--- config.mk ---
export PLATFORM = sky130hd
export DESIGN_NAME = vga_pattern_gen
export DESIGN_NICKNAME = d
export VERILOG_FILES = /design/src/rtl/vga_pattern_gen.sv
export SDC_FILE = /design/constraint.sdc
export NUM_CORES = 1
export LEC_CHECK = 0
export BUFFER_PORTS_ARGS = -buffer_cell sky130_fd_sc_hd__buf_4
export CELL_PAD_IN_SITES_DETAIL_PLACEMENT = 1
export CELL_PAD_IN_SITES_GLOBAL_PLACEMENT = 1
export CORE_ASPECT_RATIO = 1.5
export CORE_UTILIZATION = 38
export CTS_BUF_LIST = sky130_fd_sc_hd__clkbuf_8
export CTS_CLUSTER_SIZE = 16
export DETAILED_ROUTE_END_ITERATION = 12
export PLACE_DENSITY = 0.87
export REMOVE_ABC_BUFFERS = 1
export SLEW_MARGIN = 20
export SYNTH_ARGS = -nofsm -noshare
export SYNTH_HDL_FRONTEND = slang
export SYNTH_SLANG_ARGS = --single-unit
--- constraint.sdc ---
create_clock -name clk -period 3.35 [get_ports clk]
set_input_delay 0 -clock clk [delete_from_list [all_inputs] [get_ports clk]]
set_output_delay 0 -clock clk [all_outputs]
set_load 0.02 [all_outputs]
--- src/rtl/vga_pattern_gen.sv ---
// vga_pattern_gen: test-pattern source placed after the VGA timing generator.
// It derives pixel (x, y) from the DE/H_Sync/V_Sync stream, generates registered RGB for one of
// four patterns, and forwards DE and syncs delay-matched to the RGB (2-cycle latency throughout).
//
// Optional build macro: VGA_PAT_BORDER_EN forces a white one-pixel border around the active area.
//
// Ports:
//   clk, rst                 pixel clock, synchronous active-high reset
//   H_Act, V_Act             active pixels per line / lines per frame (static within a frame)
//   mode                     0 colour bars, 1 scrolling checker, 2 gradient, 3 grid
//   DE_in, H_Sync_in,
//   V_Sync_in                timing stream from the timing generator
//   DE_out, H_Sync_out,
//   V_Sync_out               timing stream delayed 2 cycles
//   R_out, G_out, B_out      pixel colour, aligned with DE_out
//   frame_cnt                V_Sync_in rising edges seen (wraps at 255)
module vga_pattern_gen #(
  parameter int unsigned DATA_W   = 8,
  parameter int unsigned CHK_LOG2 = 5
) (
  input  logic              clk,
  input  logic              rst,
  input  logic [15:0]       H_Act,
  input  logic [15:0]       V_Act,
  input  logic [1:0]        mode,
  input  logic              DE_in,
  input  logic              H_Sync_in,
  input  logic              V_Sync_in,
  output logic              DE_out,
  output logic              H_Sync_out,
  output logic              V_Sync_out,
  output logic [DATA_W-1:0] R_out,
  output logic [DATA_W-1:0] G_out,
  output logic [DATA_W-1:0] B_out,
  output logic [7:0]        frame_cnt
);

  localparam logic [DATA_W-1:0] Full = '1;

  // Stage 1 state
  logic        de1, hs1, vs1;
  logic [15:0] x1, y1, bar_cnt1;
  logic [2:0]  bar_idx1;
  logic [1:0]  mode_lat;

  logic        vs_rise, de_fall;
  logic [15:0] bar_w, x_d, y_d, bar_cnt_d;
  logic [2:0]  bar_idx_d;
  logic [7:0]  frame_cnt_d;
  logic [1:0]  mode_lat_d;

  logic [15:0]       chk_sum;
  logic              chk_white;
  logic [DATA_W-1:0] r_d, g_d, b_d;

  // de1/vs1 double as the previous-cycle samples for edge detection.
  assign vs_rise = V_Sync_in & ~vs1;
  assign de_fall = ~DE_in & de1;

  // Bar width is H_Act/8 by shift; a zero width would never advance, so clamp to 1.
  always_comb begin
    bar_w = {3'b000, H_Act[15:3]};
    if (bar_w == 16'd0) bar_w = 16'd1;
  end

  always_comb begin
    x_d       = 16'd0;
    bar_cnt_d = 16'd0;
    bar_idx_d = 3'd0;
    if (DE_in && de1) begin
      x_d       = x1 + 16'd1;
      bar_idx_d = bar_idx1;
      if (bar_cnt1 == bar_w - 16'd1) begin
        bar_cnt_d = 16'd0;
        bar_idx_d = (bar_idx1 == 3'd7) ? 3'd7 : bar_idx1 + 3'd1;
      end else begin
        bar_cnt_d = bar_cnt1 + 16'd1;
      end
    end

    y_d = y1;
    if (vs_rise) begin
      y_d = 16'd0;
    end else if (de_fall) begin
      y_d = y1 + 16'd1;
    end

    frame_cnt_d = vs_rise ? frame_cnt + 8'd1 : frame_cnt;
    mode_lat_d  = vs_rise ? mode : mode_lat;
  end

  // Stage 2 colour generation
  assign chk_sum   = x1 + {8'd0, frame_cnt};
  assign chk_white = (chk_sum[CHK_LOG2] == y1[CHK_LOG2]);

`ifdef VGA_PAT_BORDER_EN
  logic border;
  assign border = (x1 == 16'd0) || (x1 == H_Act - 16'd1) ||
                  (y1 == 16'd0) || (y1 == V_Act - 16'd1);
  logic unused_bits;
  assign unused_bits = ^chk_sum[15:CHK_LOG2+1];
`else
  logic unused_bits;
  assign unused_bits = ^{chk_sum[15:CHK_LOG2+1], H_Act[2:0], V_Act};
`endif

  always_comb begin
    r_d = '0;
    g_d = '0;
    b_d = '0;
    if (de1) begin
      unique case (mode_lat)
        // Bar order white, yellow, cyan, green, magenta, red, blue, black maps to inverted index bits.
        2'd0: begin
          r_d = {DATA_W{~bar_idx1[1]}};
          g_d = {DATA_W{~bar_idx1[2]}};
          b_d = {DATA_W{~bar_idx1[0]}};
        end
        2'd1: begin
          if (chk_white) begin
            r_d = Full;
            g_d = Full;
            b_d = Full;
          end
        end
        2'd2: begin
          r_d = x1[DATA_W-1:0];
          g_d = x1[DATA_W-1:0];
          b_d = x1[DATA_W-1:0];
        end
        2'd3: begin
          b_d = Full;
          if ((x1[CHK_LOG2-1:0] == '0) || (y1[CHK_LOG2-1:0] == '0)) begin
            r_d = Full;
            g_d = Full;
          end
        end
      endcase
`ifdef VGA_PAT_BORDER_EN
      if (border) begin
        r_d = Full;
        g_d = Full;
        b_d = Full;
      end
`endif
    end
  end

  always_ff @(posedge clk) begin
    if (rst) begin
      de1        <= 1'b0;
      hs1        <= 1'b0;
      vs1        <= 1'b0;
      x1         <= 16'd0;
      y1         <= 16'd0;
      bar_cnt1   <= 16'd0;
      bar_idx1   <= 3'd0;
      mode_lat   <= 2'd0;
      frame_cnt  <= 8'd0;
      DE_out     <= 1'b0;
      H_Sync_out <= 1'b0;
      V_Sync_out <= 1'b0;
      R_out      <= '0;
      G_out      <= '0;
      B_out      <= '0;
    end else begin
      de1        <= DE_in;
      hs1        <= H_Sync_in;
      vs1        <= V_Sync_in;
      x1         <= x_d;
      y1         <= y_d;
      bar_cnt1   <= bar_cnt_d;
      bar_idx1   <= bar_idx_d;
      mode_lat   <= mode_lat_d;
      frame_cnt  <= frame_cnt_d;
      DE_out     <= de1;
      H_Sync_out <= hs1;
      V_Sync_out <= vs1;
      R_out      <= r_d;
      G_out      <= g_d;
      B_out      <= b_d;
    end
  end

endmodule

==> flow_summary.yaml <==
final_layout:
  num-fill-cells: 1030
  antenna_cells: 0
  drive_above_1_share_pct: 20.0
  multi_input_area_um2: 1780
  syn2layout_area_growth_pct: 24.8
  final_cell_area_um2: 4180
  fin_nets: 492
  stdcell_count: 553
  ff_latch_area_um2: 1460
hold_path:
  min_path_cells: 6
  hold_start: "H_Act[10]"
  hold_path_class: "in2reg"
sta:
  clock_skew_ns: 0.00876
  finalSetupViolCount: 0
  fin_crit_ns: 2.96
  finalCritPeriodShare_pct: 88.4
  drv_slew: 0
  slew-limit-headroom_pct: 54.7
  worst_pin_slew_ns: 0.678
  whs_ns: 0.323
  rsz0062_at_grt: "false"
  hold_viol_final: 0
  max_freq_mhz: 338
placed_design:
  dp_hpwl_um: 6340
  gp_congestion: 0.862
  port_buffers: 54
  placed_area_um2: 3880
  placed_cells: 527
worst_setup_path:
  worst_r2r_startpoint: "bar_cnt1[1]$_SDFF_PP0_"
  endpoint: "bar_idx1[1]$_SDFFE_PP0N_"
  startpoint: "H_Act[9]"
  timing.rr.end: "bar_idx1[1]$_SDFFE_PP0N_"
  r2r_cells: 8
  endpoint_kind: "register"
  path_class: "in2reg"
  crit_required_ns: 3.58
  path_max_fanout: 5
  r2r_slack_ns: 0.98
  cp.arrival_ns: 3.19
  startpoint_type: "input port"
synthesis:
  yosysSeqAreaShare_pct: 43.6
  netlist_area_um2: 3350
  synth_cells: 371
  yosysUniqueCellTypes: 55
  syn_area_per_cell_um2: 9.03
  synth-edff-count: 0
  ys_warn_count: 0
  synth_async_sr_flop_share_pct: 0
  synthTopCellsByArea: "dfxtp_1 (44%), nor2_1 (7.4%), xor2_1 (6.3%)"
  ys.flop_type: "dfxtp_1"
  synth_top_area_share_pct: 43.6
  ys_ff_latch: 73
  yosysTopAreaCell: "dfxtp_1"
global_routing:
  grt_pass1_wl_um: 13900
  antenna_found_initial: 0
  grtUsageTotal_pct: 19.8
  grt_max_degree: 18
  overflow: 0
  grt_pass1_vias: 3014
clock_tree:
  postCtsSetupBuffers: 0
  tritoncts: "yes"
  hold_buffers: 10
  cts.sinks: 73
  ctsResizeCount: 0
  numCtsBuffers: 9
  htree_levels: 3
  root_buffer: "clkbuf_8"
  clk_pin_slew_ns: 0.08
  clk_path_buf_depth: 2
  clk_latency_ns: 0.35
detailed_routing:
  wirelength_um: 8380
  dr.pass1.iters: 4
  drc: 0
  drtIter0Drc: 130
  wl_per_cell_um: 15.2
  num_vias: 2885
  via_per_inst: 5.22
  drtAntennaViolNets: 0
floorplan:
  dieArea_um2: 9200
  start_util_pct: 39.6
  fp.coreArea_um2: 8460
  fp.dieW_um: 78.7
  row_count: 41
  top_level_ports: 74
  die_y_um: 117
power_and_ir_drop:
  power_density_nw_per_um2: 416
  leakagePower_nw: 1.70
  ir_worst_vdd_uv: 283
job:
  cap_violations: 0
run_status:
  run_status: "complete, no violations"
[worst min-delay path by stage]
stage                                endpoint  slack [ns]
floorplan           frame_cnt[5]$_SDFFE_PP0P_        0.07
global placement               hs1$_SDFF_PP0_        0.21
detailed placement             hs1$_SDFF_PP0_        0.22
CTS                  bar_idx1[0]$_SDFFE_PP0N_        0.31
global route         bar_idx1[0]$_SDFFE_PP0N_        0.35
finish               bar_idx1[0]$_SDFFE_PP0N_        0.32
[sequential cells by signal, summed over array words and instances, names as in the netlist, 2 cells and up]
signal / count
G_out: 8
frame_cnt: 8
mode_lat: 2
x1: 8
bar_idx1: 3
bar_cnt1: 16
y1: 6
R_out: 8
B_out: 8
[final cells by class]
type,count,area share (%)
clock inverters,7,1.71
multi-input cells,277,42.6
repair buffers,72,13.8
flip-flops and latches,73,35.0
clock buffers,9,2.96
inverters,8,0.718
well taps,107,3.20
[metrics by stage]
stage	total power, mW	setup TNS (ns)	util, %	setup slack (ns)
2_1_floorplan	1.00	0	-	0.150
3_3_place_gp	1.08	0	45.9	0.0994
3_5_place_dp	1.08	-0.0167	45.9	-0.0167
4_1_cts	1.76	0	49.4	0.353
5_1_grt	1.83	0	49.4	0.170
6_report	1.74	0	49.4	0.390
[logic make-up after synthesis]
| family | share of synthesized area, % |
|---|---|
| AO/OA/AOI/OAI | 8.89 |
| XOR/XNOR | 10.7 |
| adder cells (fa/ha/maj) | 4.48 |
| buffers and inverters | 3.18 |
| flip-flops | 43.6 |
| multiplexers | 1.49 |
| AND/OR/NAND/NOR | 27.6 |
[critical path, stage by stage]
cell and delay, ns:
buf_4 0.13, or4_1 0.57, nor2_2 0.15, a31oi_1 0.10, ha_1 0.33, xnor2_1 0.13
a2111oi_0 0.47, o221a_2 0.27, o2111ai_1 0.18, a2111oi_4 0.40, buf_4 0.19, mux2i_1 0.21
nor2_1 0.06
[power by group]
part	internal (mW)	switching [mW]
combinational	0.0785	0.0926
sequential	0.888	0.0130
clock	0.343	0.325
total	1.31	0.431
[synth_stat cells, types with 2 or more instances]
library cell  count
dfxtp_1          73
nor2_1           66
nor2b_1          28
xor2_1           24
nand2_1          18
xnor2_1          17
nand3_1          14
ha_1             12
a21oi_1          10
clkbuf_1          9
nand4_1           9
inv_1             8
o21ai_0           7
and3_1            6
nor4_1            6
or3_1             6
mux2i_1           5
nor3_1            5
a211oi_1          3
nand2b_1          3
nand4b_1          3
o211ai_1          3
o221ai_1          2
or2_2             2
or4_4             2
[layout by cell type (no fill, tap or decap), drive strengths merged, types with 3 or more instances in the layout]
cell	count
dfxtp	73
nor2	67
buf	62
nor2b	28
xor2	24
nand2	18
xnor2	17
nand3	14
ha	12
a21oi	10
dlygate4sd3	10
inv	10
nand4	9
clkbuf	9
o21ai	7
and3	7
nor4	6
or3	6
nor3	5
mux2i	5
nand2b	3
a211oi	3
nand4b	3
o211ai	3
or2	3
or4	3
[metal layers]
layer  vias up  wire [um]  GRT usage (%)
li1       1412          -              -
met3        18        276           4.34
met4         0        230           9.75
met1      1393       3250           19.7
met2        62       4630           38.4
met5         -          0              0
(Power assumes the default switching activity.)
